**config.mk**
```make
export PLATFORM = sky130hd
export DESIGN_NAME = cmsdk_ahb_default_slave_cfg
export DESIGN_NICKNAME = d
export VERILOG_FILES = /design/src/rtl/cmsdk_ahb_default_slave_cfg.sv
export SDC_FILE = /design/constraint.sdc
export NUM_CORES = 1
export LEC_CHECK = 0
export BUFFER_PORTS_ARGS = -buffer_cell sky130_fd_sc_hd__buf_2
export CAP_MARGIN = 10
export CORE_MARGIN = 5
export CORE_UTILIZATION = 45
export DETAILED_ROUTE_END_ITERATION = 7
export HOLD_SLACK_MARGIN = 0.08
export PLACE_DENSITY = 0.79
export SETUP_SLACK_MARGIN = 0.4
export SLEW_MARGIN = 30
export SYNTH_ARGS = -nofsm -noshare
export SYNTH_HDL_FRONTEND = slang
export SYNTH_SLANG_ARGS = --single-unit
export TNS_END_PERCENT = 10
```
**constraint.sdc**
```tcl
create_clock -name HCLK -period 2.15 [get_ports HCLK]
set_clock_uncertainty 0.2 [all_clocks]
set_input_delay 0.1075 -clock HCLK [delete_from_list [all_inputs] [get_ports HCLK]]
set_output_delay 0.1075 -clock HCLK [all_outputs]
set_load 0.02 [all_outputs]
```
**src/rtl/cmsdk_ahb_default_slave_cfg.sv**
```systemverilog
// rtl/cmsdk_ahb_default_slave_cfg.sv - AHB-Lite default slave with wait states, ERROR/OKAY response and debug log
// Answers unmapped transfers and records the first offender plus a saturating transfer count.
module cmsdk_ahb_default_slave_cfg #(
    parameter int ADDR_WIDTH  = 32,
    parameter int WAIT_STATES = 0,
    parameter int RESP_MODE   = 0,
    parameter int CNT_WIDTH   = 8
) (
    input  logic                  HCLK,
    input  logic                  HRESET,
    input  logic                  HSEL,
    input  logic [ADDR_WIDTH-1:0] HADDR,
    input  logic [1:0]            HTRANS,
    input  logic                  HWRITE,
    input  logic                  HREADY,
    output logic                  HREADYOUT,
    output logic                  HRESP,
    output logic [31:0]           HRDATA,
    input  logic                  err_clear,
    output logic                  err_valid,
    output logic                  err_overflow,
    output logic [ADDR_WIDTH-1:0] err_addr,
    output logic                  err_write,
    output logic [CNT_WIDTH-1:0]  err_count
);

    localparam logic [2:0] S_IDLE   = 3'd0;
    localparam logic [2:0] S_WAIT   = 3'd1;
    localparam logic [2:0] S_ERR1   = 3'd2;
    localparam logic [2:0] S_ERR2   = 3'd3;
    localparam logic [2:0] S_OKDONE = 3'd4;

    localparam logic [3:0] WS_INIT = (WAIT_STATES > 0) ? 4'(WAIT_STATES - 1) : 4'd0;
    localparam logic [2:0] S_RESP  = (RESP_MODE != 0) ? S_OKDONE : S_ERR1;
    localparam logic [2:0] S_FIRST = (WAIT_STATES > 0) ? S_WAIT : S_RESP;
    localparam logic [CNT_WIDTH-1:0] CNT_MAX = {CNT_WIDTH{1'b1}};

    logic [2:0]           r_state;
    logic [2:0]           w_next;
    logic [3:0]           r_wcnt;
    logic                 w_acc;
    logic                 r_valid;
    logic                 r_overflow;
    logic [ADDR_WIDTH-1:0] r_addr;
    logic                 r_write;
    logic [CNT_WIDTH-1:0] r_count;
    logic                 w_unused_htrans0;

    assign w_unused_htrans0 = HTRANS[0];
    assign w_acc = HSEL & HTRANS[1] & HREADY;

    always_comb begin
        w_next = r_state;
        case (r_state)
            S_IDLE, S_ERR2, S_OKDONE: w_next = w_acc ? S_FIRST : S_IDLE;
            S_WAIT:                   w_next = (r_wcnt == 4'd0) ? S_RESP : S_WAIT;
            S_ERR1:                   w_next = S_ERR2;
            default:                  w_next = S_IDLE;
        endcase
    end

    always_ff @(posedge HCLK) begin
        if (HRESET) begin
            r_state <= S_IDLE;
            r_wcnt  <= 4'd0;
        end else begin
            r_state <= w_next;
            if (w_acc && r_state != S_WAIT && r_state != S_ERR1)
                r_wcnt <= WS_INIT;
            else if (r_state == S_WAIT && r_wcnt != 4'd0)
                r_wcnt <= r_wcnt - 4'd1;
        end
    end

    // A clear coinciding with a new transfer restarts the log with that transfer.
    always_ff @(posedge HCLK) begin
        if (HRESET) begin
            r_valid    <= 1'b0;
            r_overflow <= 1'b0;
            r_addr     <= '0;
            r_write    <= 1'b0;
            r_count    <= '0;
        end else if (w_acc) begin
            if (err_clear || !r_valid) begin
                r_valid    <= 1'b1;
                r_overflow <= 1'b0;
                r_addr     <= HADDR;
                r_write    <= HWRITE;
            end else begin
                r_overflow <= 1'b1;
            end
            if (err_clear)
                r_count <= {{(CNT_WIDTH-1){1'b0}}, 1'b1};
            else if (r_count != CNT_MAX)
                r_count <= r_count + 1'b1;
        end else if (err_clear) begin
            r_valid    <= 1'b0;
            r_overflow <= 1'b0;
            r_count    <= '0;
        end
    end

    assign HREADYOUT    = !(r_state == S_WAIT || r_state == S_ERR1);
    assign HRESP        = (r_state == S_ERR1) || (r_state == S_ERR2);
    assign HRDATA       = 32'd0;
    assign err_valid    = r_valid;
    assign err_overflow = r_overflow;
    assign err_addr     = r_addr;
    assign err_write    = r_write;
    assign err_count    = r_count;

endmodule

```
Word level (Yosys, flattened, before mapping)
Index checks and enable logic that the tools add are counted.
{"block": "op_classes", "n_addsub": 2, "eq_ne": 8, "mux": 12, "n_bitwise": 2, "reduce_logical": 18}
{"cell": "8-bit two-way mux", "count": 4}
{"cell": "8-bit by 1-bit adder with 8-bit output (second input constant)", "count": 1}
{"cell": "8-bit inequality test (second input constant)", "count": 1}
{"cell": "3-bit by 2-bit == test with 1-bit output (second input constant)", "count": 2}
{"cell": "2-bit case mux with 3 select lines", "count": 1}
{"cell": "2-bit AND reduction", "count": 3}
{"cell": "1-bit two-way mux", "count": 5}
{"cell": "4-bit logical NOT", "count": 1}
{"cell": "2-bit two-way mux", "count": 2}
{"cell": "2-bit nonzero test", "count": 2}
{"cell": "4-bit nonzero test", "count": 1}
{"cell": "4-bit by 1-bit subtractor with 4-bit output (second input constant)", "count": 1}
{"cell": "3-bit by 1-bit == test with 1-bit output (second input constant)", "count": 1}
{"cell": "3-bit == test (second input constant)", "count": 1}
{"cell": "1-bit logical AND", "count": 3}
{"cell": "3-bit logical NOT", "count": 1}
{"cell": "1-bit logical OR", "count": 3}
{"cell": "3-bit by 1-bit inequality test with 1-bit output (second input constant)", "count": 1}
{"cell": "3-bit by 2-bit inequality test with 1-bit output (second input constant)", "count": 1}
{"cell": "3-bit OR reduction", "count": 1}
{"cell": "1-bit bitwise AND", "count": 2}
{"cell": "1-bit logical NOT", "count": 2}
{"cell": "2-bit by 1-bit inequality test with 1-bit output (second input constant)", "count": 1}
{"cell": "2-bit OR reduction", "count": 1}
{"block": "word_totals", "reg_bits": 50, "inputBits": 40, "output_inout_bits": 77, "word_cells": 49}

Longest topological paths before layout
Gate-level depths: netlist of run 1.
{"block": "depth", "word_depth": 5, "depth_mapped": 6, "ltp_nobuf": 5}

Worst setup path before layout of run 1
No wires, ideal clock.
{"block": "synth_path", "path_type": "flip-flop to flip-flop", "startpoint": "register r_state[1]", "endpoint": "register r_wcnt[3]", "setup_ns": 0.070, "arrival_time_ns": 1.477, "required_ns": 1.880, "slack_ns": 0.403, "path_stages_with_launch": 7, "path_buffers": 1, "period_less_slack_ns": 1.747, "cell_sequence": "dfxtp_1 -> inv_1 -> ha_1 -> buf_6 -> or4b_1 -> or3_1 -> a21oi_1"}
{"block": "synth_between", "elab_chain_cells": 4, "elab_cells_between_ends": 7, "classes_between": "eq/ne: 3; reduce/logical: 4"}
{"item": "start: declaration", "line": "38", "rtl": "logic [2:0] r_state;"}
{"item": "start signal: assignment", "line": "67", "rtl": "r_state <= w_next;"}
{"item": "3-bit by 1-bit inequality test with 1-bit output", "line": "68", "rtl": "if (w_acc && r_state != S_WAIT && r_state != S_ERR1)"}
{"item": "1-bit logical AND (2 in series)", "line": "68"}
{"item": "2-bit OR reduction (no line)"}
{"item": "end signal: assignment", "line": "71", "rtl": "r_wcnt <= r_wcnt - 4'd1;"}
{"item": "end: declaration", "line": "40", "rtl": "logic [3:0] r_wcnt;"}
Several ways; a longest one is shown, not always the timed one.
A chain may end at the register's enable or synchronous reset.

Final worst setup path of run 1
Same ends and word-level chain as after synthesis.

==> metrics, run 1 <==
cell area after technology mapping roughly 0.0023 mm2; final setup fails 0; clk sinks around 50; cell type with the largest total area after synthesis sky130_fd_sc_hd__dfxtp_1; Final Core Density between 60% and 70%; DRC 0; library cell contributing the largest single delay on the critical path sky130_fd_sc_hd__or4b_4; gp weighted congestion approximately 0.77; critical path launch point type register; number of synthesized register bits between 40 and 50; data required time at the worst endpoint between 2 and 2.5 ns; total power consumption of the routed design 1.76 mW; total number of nets in the final design 442; Layout area overhead 36.8%; start point of the critical path r_state[1]; prevailing post-synth register cell sky130_fd_sc_hd__dfxtp_1; clock root buffer master sky130_fd_sc_hd__clkbuf_8; switching power summed over all nets roughly 480 uW; chip width 81.8 um; share of flip-flops with an asynchronous set or reset 0%; overall die area 0.00670 mm2; starting utilization of the core area 45.8%; number of buffers created by CTS 5; VDD IR max roughly 370 uV; remaining global-route overflow 0; layout cell share with drive strength beyond 1 a little over a quarter; Mapped Cells around 280; number of pins with negative max-slew slack in the final report 0; overall track demand over capacity in global routing roughly 19%; antenna violations before repair 0; outcome complete, no violations; share of total power in sequential cells about 54%; worst path arrival time approximately 1.8 ns; final-report hold violation count 0; HPWL after DPL 4120 um; remaining antenna violation count 0; static power due to leakage between 1 and 1.5 nW; via count of the first global-routing pass around 2,100; number of synthesized flops with an enable pin 0; Period Utilization, post-route between 80% and 90%; Crit Reg-Reg Startpoint r_state[1]; RSZ-0062 raised after global routing true; origin of the worst min-delay path err_addr[6]; total core area 0.00507 mm2; detail-routed net length per standard cell 13.4 um; detailed-route via count ~2,400; worst setup slack before clock tree synthesis roughly 0.41 ns; combinational fraction of design power around 18%; clock tree from TritonCTS yes; Non-Filler Instances around 470; CP top delay family simple AND/OR/NAND/NOR gates; fraction of post-synthesis cell area in the top cell type by area 42.2%; commonest non-fill, non-tap cell in the layout sky130_fd_sc_hd__buf_2; buffers inserted during post-CTS setup optimization 0; later-pin clock latency in the skew report 0.29 ns; type of the setup path with the least slack register to register; clock transition at the register clock pins on the worst setup and hold paths after CTS ~0.08 ns; CTS HTree Levels 2; die height between 80 and 90 um; max-cap viol count 0; count of port buffers added during placement 83; number of cells after detailed placement 422; path category of the worst min-delay check register to register; via-per-instance ratio around 5; final critical delay including setup and external delays 1.74 ns; # fillers about 440; count of distinct cell types in the synthesized netlist 36; sequential fraction of the synthesis area roughly 42%; total negative setup slack 0 ns; Max Clk Rate ~570 MHz; Synthesis Warnings 0; overall routed net length between 6000 and 7000 um; Bufs and invs on worst path 1; proportion of total power due to net switching 27.0%; synthesized area per cell slightly above 8 um2; clock group share of total power 28.9%; P per Cell Area between 500 and 600 mW/mm2; maximum number of pins on one net before global-route repair 30; Initial DRC Count between 100 and 150; cell-by-cell trace of the critical path inv_1, ha_1, or4b_4, or3_1, a21oi_1; Internal 1.29 mW; crit path setup slack, layout 0.410 ns; top fanout value on the critical path 3; total I/O pin count between 100 and 150; largest incremental delay on the critical path between 0.4 and 0.5 ns; commonest non-fill, non-tap cells in the layout sky130_fd_sc_hd__buf_2 (83), sky130_fd_sc_hd__dfxtp_1 (49), sky130_fd_sc_hd__a21oi_1 (43); buffer levels on the longest clock path 2; top post-synthesis cells by area sky130_fd_sc_hd__dfxtp_1 (42%), sky130_fd_sc_hd__buf_4 (10%), sky130_fd_sc_hd__a21oi_1 (9.3%), sky130_fd_sc_hd__nand3_1 (8.6%), sky130_fd_sc_hd__o21ai_0 (7.3%); sort of element at the end of the critical path register; number of search-and-repair iterations in the first detailed-routing pass 4; FP Rows 26; first-pass GRT wire length between 9000 and 10,000 um
[cell usage after synthesis (all sizes together) (3+ instances only)]
cell type	number
and4	3
or3	3
nand3	40
dfxtp	49
clkbuf	14
nor2	3
a21oi	43
mux2i	5
o21ai	34
inv	6
nand4	3
nand2	11
ha	5
buf	38
[worst reg2reg max path, delay by kind of cell (launching register included)]
| family | cells | cell delay (ns) |
|---|---|---|
| and+or+nand+nor | 2 | 0.79 |
| buffers and inverters | 1 | 0.06 |
| DFF | 1 | 0.33 |
| AOI/OAI and AO/OA | 1 | 0.15 |
| adders and majority gates | 1 | 0.15 |
[flip-flops by register name (all words and copies together), names as in the netlist]
signal and cells:
r_state 2, err_valid 1, err_count 8, err_addr 32, r_wcnt 4, err_overflow 1
err_write 1
[power by group through the flow]
stage,clock [mW],combinational [mW],sequential (mW)
2_1_floorplan,0,0.182,0.992
3_3_place_gp,0,0.249,0.965
3_5_place_dp,0,0.251,0.966
4_1_cts,0.537,0.304,0.944
5_1_grt,0.565,0.338,0.948
6_report,0.510,0.310,0.945
[layer usage]
metal / GRT usage (%) / vias to the layer above / part of all wire (%)
met2: 32.9 / 104 / 51
met4: 8.14 / 0 / 2.1
met1: 21.3 / 1075 / 39
met5: 0 / - / 0
li1: - / 1163 / -
met3: 4.06 / 14 / 7.6
[what timing repair did]
action | in CTS | in global routing
setup endpoints to repair | 0 | 20
resized for setup | 0 | 5
hold endpoints to repair | 42 | 0
hold buffers | 38 | 0
[cell type report]
type / instances / area (um2) / share of cell area, %
Multi-Input combinational cell: 205 / 1130 / 35.5
Sequential cell: 49 / 981 / 30.9
Timing Repair Buffer: 130 / 876 / 27.6
Tap cell: 70 / 87.6 / 2.76
Clock buffer: 8 / 80.1 / 2.52
Inverter: 6 / 22.5 / 0.709
Antenna cell: 1 / 2.50 / 0.0788
[stage by stage]
| stage | hold slack, ns | cell area [um2] |
|---|---|---|
| global route | 0.291 | 3170 |
| detailed placement | 0.166 | 2700 |
| global placement | 0.161 | 2700 |
| floorplan | 0.0552 | 2440 |
| finish | 0.275 | 3180 |
| CTS | 0.275 | 3160 |
[path summary, 6_finish.rpt]
path	to	slack (ns)	depth (start not counted)
worst max register to register	r_wcnt[3]	0.41	5
worst max-delay path	r_wcnt[3]	0.41	5
worst min register to register	err_addr[6]	0.27	2
worst min-delay path	err_addr[6]	0.27	2
[cells by family (layout without fill, tap and decap cells)]
kind of cell,Yosys count,count (layout),share of synthesized area [%]
AND/OR/NAND/NOR,77,77,17.9
flip-flops,49,49,42.2
buffers and inverters,58,144,15.0
AO/OA/AOI/OAI,86,86,19.8
other,1,33,0.161
adder cells (fa/ha/maj),5,5,2.69
multiplexers,5,5,2.16
No activity file was read; power rests on OpenSTA's default activity.
==> run 2, diff against run 1 <==
Clock period 2.15 ns to 1.8 ns, I/O delays scaled along.
==> metrics, run 2 (same netlist as run 1, synthesis figures left out) <==
outcome complete, no violations; total negative setup slack 0 ns (unchanged); final-report hold violation count 0 (unchanged); number of cell instances on the worst register-to-register path 5 (unchanged); CP top delay family simple AND/OR/NAND/NOR gates; first-pass GRT wire length 9560 um (-1.3%); worst path arrival time 1.73 ns (-0.04 ns); P per Cell Area 675 mW/mm2 (+21%); Bufs and invs on worst path 1 (unchanged); proportion of total power due to net switching 26.8% (-0.15 points); diode insertion count for antenna repair 0 (-1); overall die area 0.00670 mm2 (unchanged); clock group share of total power 31.5% (+2.6 points); total number of nets in the final design 447 (+1.1%); smallest hold slack 0.106 ns (-0.168 ns); detail-routed net length per standard cell 13.4 um (+0.11%); clock root buffer master sky130_fd_sc_hd__clkbuf_8; cell count of the worst hold path 4 (+2); path category of the worst min-delay check primary input to register; number of buffers created by CTS 5 (unchanged); cell-by-cell trace of the critical path inv_1, ha_2, or4b_4, or3_1, a21oi_1; starting utilization of the core area 45.8% (unchanged); sequential cell area in the final layout 995 um2 (+1.4%); combinational fraction of design power 17.7% (about the same); critical path launch point type register; count of port buffers added during placement 83 (unchanged); destination of the worst register-to-register timing path r_wcnt[3]; Worst R2R Setup Slack 0.11 ns (-0.30 ns); detailed-route via count 2,337 (-0.81%); CTS HTree Levels 2 (unchanged); layout cell share with drive strength beyond 1 31.5% (+4.9 points); static power due to leakage 1.44 nW (+2.5%); hold-critical path endpoint err_count[3]; VDD IR max 409 uV (+9.8%); later-pin clock latency in the skew report 0.30 ns (about the same); RSZ-0062 raised after global routing true; Internal 1.62 mW (+26%); origin of the worst min-delay path HTRANS[1]; flip-flop count of the largest register, all copies and words added 32 (unchanged); clock tree from TritonCTS yes; commonest non-fill, non-tap cells in the layout sky130_fd_sc_hd__buf_2 (82), sky130_fd_sc_hd__a21oi_1 (42), sky130_fd_sc_hd__dfxtp_1 (42); library cell contributing the largest single delay on the critical path sky130_fd_sc_hd__or4b_4; via count of the first global-routing pass 2,155 (+0.94%); Max Clk Rate 592 MHz (+3.0%); Layout area overhead 41.6%; final critical delay including setup and external delays 1.69 ns (-0.0509 ns); type of the setup path with the least slack register to register; overall track demand over capacity in global routing 18.5% (-0.11 points); # fillers 441 (-0.23%); gp weighted congestion 0.786 (+1.7%); multi-input combinational cell area 0.00117 mm2 (+4.1%); Period Utilization, post-route 93.9% (+13 points); maximum number of pins on one net before global-route repair 35 (+17%); commonest non-fill, non-tap cell in the layout sky130_fd_sc_hd__buf_2; HPWL after DPL 4020 um (-2.4%); number of search-and-repair iterations in the first detailed-routing pass 4 (unchanged); Initial DRC Count 101 (-11%); remaining global-route overflow 0 (unchanged); FP Rows 26 (unchanged); largest incremental delay on the critical path 0.45 ns (about the same); total I/O pin count 117 (unchanged); clock transition at the register clock pins on the worst setup and hold paths after CTS 0.09 ns (about the same); chip width 81.8 um (unchanged); die height 81.8 um (unchanged); Crit Reg-Reg Startpoint r_state[1]; number of pins with negative max-slew slack in the final report 0 (unchanged); total core area 0.00507 mm2 (unchanged); sort of element at the end of the critical path register; final setup fails 0 (unchanged); max-cap viol count 0 (unchanged); overall routed net length 6360 um (+0.97%); switching power summed over all nets 595 uW (+25%); share of total power in sequential cells 50.7% (-2.8 points); remaining antenna violation count 0 (unchanged); via-per-instance ratio 4.94 (-1.6%); clk sinks 49 (unchanged); antenna violations before repair 0 (unchanged); buffer levels on the longest clock path 2 (unchanged); top fanout value on the critical path 2 (-1); DRC 0 (unchanged); data required time at the worst endpoint 1.84 ns (-0.34 ns)
## run 2: cell type report
| class | count | area share [%] |
|---|---|---|
| tap | 70 | 2.66 |
| inverter | 6 | 0.685 |
| multi-input combinational | 205 | 35.7 |
| clock buffer | 7 | 2.93 |
| clock inverter | 1 | 0.152 |
| sequential | 49 | 30.2 |
| timing repair buffer | 135 | 27.7 |
## run 2: metal layers
layer | track usage [%] | vias up | routed length (um)
met2 | 33.4 | 98 | 3160
met4 | 6.98 | 0 | 117
met3 | 4.82 | 11 | 508
met5 | 0 | - | 0
li1 | - | 1171 | -
met1 | 20.5 | 1057 | 2580
## run 2: metrics by stage
| stage | cell area (um2) | util (%) | setup slack, ns | std cells | power (mW) |
|---|---|---|---|---|---|
| after global placement | 2740 | 53.9 | 0.149 | 423 | 1.45 |
| after floorplan | 2480 | - | 0.0572 | 312 | 1.40 |
| after global routing | 3290 | 64.8 | 0.0757 | 473 | 2.32 |
| after CTS | 3230 | 63.6 | 0.121 | 470 | 2.22 |
| final | 3290 | 64.8 | 0.111 | 473 | 2.22 |
| after detailed placement | 2740 | 53.9 | 0.114 | 423 | 1.45 |
## run 2: worst max-delay path by stage
| stage | to | cells after the start | slack, ns | from |
|---|---|---|---|---|
| detailed placement | r_wcnt[3] | 4 | 0.11 | r_state[0] |
| CTS | r_wcnt[3] | 5 | 0.12 | r_state[1] |
| global placement | r_wcnt[3] | 5 | 0.15 | r_state[1] |
| global route | r_wcnt[3] | 5 | 0.08 | r_state[1] |
| floorplan | r_wcnt[3] | 6 | 0.06 | r_state[1] |
| finish | r_wcnt[3] | 5 | 0.11 | r_state[1] |
## run 2: what timing repair did
action	4_1_cts	5_1_grt
endpoints found under the setup margin	11	48
resized for setup	2	10
pin swaps	0	1
setup buffers	0	3
endpoints found under the hold margin	44	0
hold buffers	39	0
## run 2: worst reg2reg max path, stage by stage, from the launching register on
cell	delay, ns
sky130_fd_sc_hd__dfxtp_2	0.33
sky130_fd_sc_hd__inv_1	0.05
sky130_fd_sc_hd__ha_2	0.16
sky130_fd_sc_hd__or4b_4	0.45
sky130_fd_sc_hd__or3_1	0.32
sky130_fd_sc_hd__a21oi_1	0.14
## run 2: power groups by stage
stage	Combinational (mW)	Clock [mW]	Sequential, mW
5_1_grt	0.427	0.766	1.13
2_1_floorplan	0.218	0	1.18
3_3_place_gp	0.302	0	1.15
3_5_place_dp	0.304	0	1.15
6_report	0.393	0.700	1.13
4_1_cts	0.369	0.726	1.13
==> run 3, diff against run 2 <==
Settings changed: BUFFER_PORTS_ARGS -buffer_cell sky130_fd_sc_hd__buf_2 to -buffer_cell sky130_fd_sc_hd__buf_4, RECOVER_POWER set to 25.
==> metrics, run 3 (same netlist as run 1, synthesis figures left out) <==
via-per-instance ratio 5.07 (+2.7%); VDD IR max 474 uV (+16%); FP Rows 26 (unchanged); clock tree from TritonCTS yes; total negative setup slack 0 ns (unchanged); antenna violations before repair 0 (unchanged); Worst R2R Setup Slack 0.10 ns (about the same); die height 81.8 um (unchanged); flip-flop count of the largest register, all copies and words added 32 (unchanged); final critical delay including setup and external delays 1.70 ns (+0.00673 ns); HPWL after DPL 4080 um (+1.3%); clock transition at the register clock pins on the worst setup and hold paths after CTS 0.09 ns (about the same); placed inst area 0.00292 mm2 (+6.8%); CP top delay family simple AND/OR/NAND/NOR gates; sort of element at the end of the critical path register; P per Cell Area 667 mW/mm2 (-1.2%); cell-by-cell trace of the critical path inv_2, ha_2, or4b_4, or3_1, a21oi_1; top fanout value on the critical path 3 (+1); sequential cell area in the final layout 993 um2 (-0.13%); final setup fails 0 (unchanged); clock root buffer master sky130_fd_sc_hd__clkbuf_8; Max Clk Rate 590 MHz (-0.40%); layout cell share with drive strength beyond 1 24.2% (-7.3 points); crit path setup slack, layout 0.104 ns (-0.00673 ns); diode insertion count for antenna repair 0 (unchanged); later-pin clock latency in the skew report 0.29 ns (about the same); outcome complete, no violations; commonest non-fill, non-tap cell in the layout sky130_fd_sc_hd__buf_4; static power due to leakage 1.35 nW (-6.4%); origin of the worst min-delay path HRESET; Bufs and invs on worst path 1 (unchanged); overall routed net length 6420 um (+0.94%); total core area 0.00507 mm2 (unchanged); max-cap viol count 0 (unchanged); # fillers 448 (+1.6%); number of buffers created by CTS 5 (unchanged); multi-input combinational cell area 0.00115 mm2 (-1.8%); total I/O pin count 117 (unchanged); critical path launch point type register; chip width 81.8 um (unchanged); remaining global-route overflow 0 (unchanged); clk sinks 49 (unchanged); number of stages on the worst setup path 5 (unchanged); total power consumption of the routed design 2.22 mW (-0.15%); detail-routed net length per standard cell 13.8 um (+2.5%); detailed-route via count 2,364 (+1.2%); data required time at the worst endpoint 1.83 ns (about the same); starting utilization of the core area 45.8% (unchanged); number of search-and-repair iterations in the first detailed-routing pass 4 (unchanged); Layout area overhead 43.2%; largest incremental delay on the critical path 0.45 ns (about the same); worst path arrival time 1.72 ns (about the same); design area 0.00332 mm2 (+1.1%); worst setup slack before clock tree synthesis 0.119 ns (+0.00456 ns); commonest non-fill, non-tap cells in the layout sky130_fd_sc_hd__buf_4 (68), sky130_fd_sc_hd__a21oi_1 (43), sky130_fd_sc_hd__dfxtp_1 (43); gp weighted congestion 0.795 (+1.1%); quantity of hold-fixing buffers added after cts 37 (-5.1%); destination of the worst register-to-register timing path r_wcnt[3]; final-report hold violation count 0 (unchanged); type of the setup path with the least slack register to register; DRC 0 (unchanged); remaining antenna violation count 0 (unchanged); cell count of the worst hold path 2 (-2); smallest hold slack 0.0164 ns (-0.0898 ns); overall track demand over capacity in global routing 18.5% (+0.059 points); RSZ-0062 raised after global routing true; maximum number of pins on one net before global-route repair 43 (+23%); Period Utilization, post-route 94.2% (+0.37 points); library cell contributing the largest single delay on the critical path sky130_fd_sc_hd__or4b_4; via count of the first global-routing pass 2,172 (+0.79%); first-pass GRT wire length 9780 um (+2.3%); number of cell instances on the worst register-to-register path 5 (unchanged); buffer levels on the longest clock path 2 (unchanged); overall die area 0.00670 mm2 (unchanged); number of pins with negative max-slew slack in the final report 0 (unchanged); Crit Reg-Reg Startpoint r_state[1]; CTS HTree Levels 2 (unchanged); count of port buffers added during placement 83 (unchanged); total number of nets in the final design 440 (-1.6%); path category of the worst min-delay check primary input to register; hold-critical path endpoint r_state[1]; Initial DRC Count 104 (+3.0%)
## run 3: cell types whose count changed in the layout (fill, tap and decap cells not counted), sizes merged
cell and change:
buf -28, clkbuf +23, dlygate4sd3 -2
## run 3: metal layers
metal	track usage (%)	wire (um)	part of all wire, %
met5	0	0	0
met2	33.1	3310	52
met3	4.61	571	8.9
met4	6.48	34	0.53
met1	21.3	2510	39
## run 3: timing repair
action                     in CTS  in global routing
gates resized for setup         2                  3
setup endpoints to repair      11                 38
setup buffers                   0                  1
hold endpoints to repair       45                 27
## run 3: stage by stage
stage	cells	utilization, %
after global routing	466	65.5
after floorplan	312	-
after global placement	420	57.5
final	466	65.5
after CTS	465	66.9
after detailed placement	420	57.5
## run 3: area by class of cell
type,count,share of cell area (%)
multi-input combinational,205,34.7
clock buffer,7,2.90
clock inverter,1,0.151
tap,70,2.63
inverter,6,0.677
timing repair buffer,128,29.1
sequential,49,29.9
## run 3: how the worst max path moves through the flow
stage	from	to	slack, ns
final	r_state[1]	r_wcnt[3]	0.10
after global routing	r_state[1]	r_wcnt[3]	0.03
after CTS	r_state[1]	r_wcnt[3]	0.11
after detailed placement	r_state[1]	r_wcnt[3]	0.12
after global placement	r_state[1]	r_wcnt[3]	0.16
after floorplan	r_state[1]	r_wcnt[3]	0.06
## run 3: power by group
part           internal (mW)  switching [mW]
logic                  0.174           0.225
registers               1.11          0.0173
clock network          0.348           0.341
total                   1.63           0.583
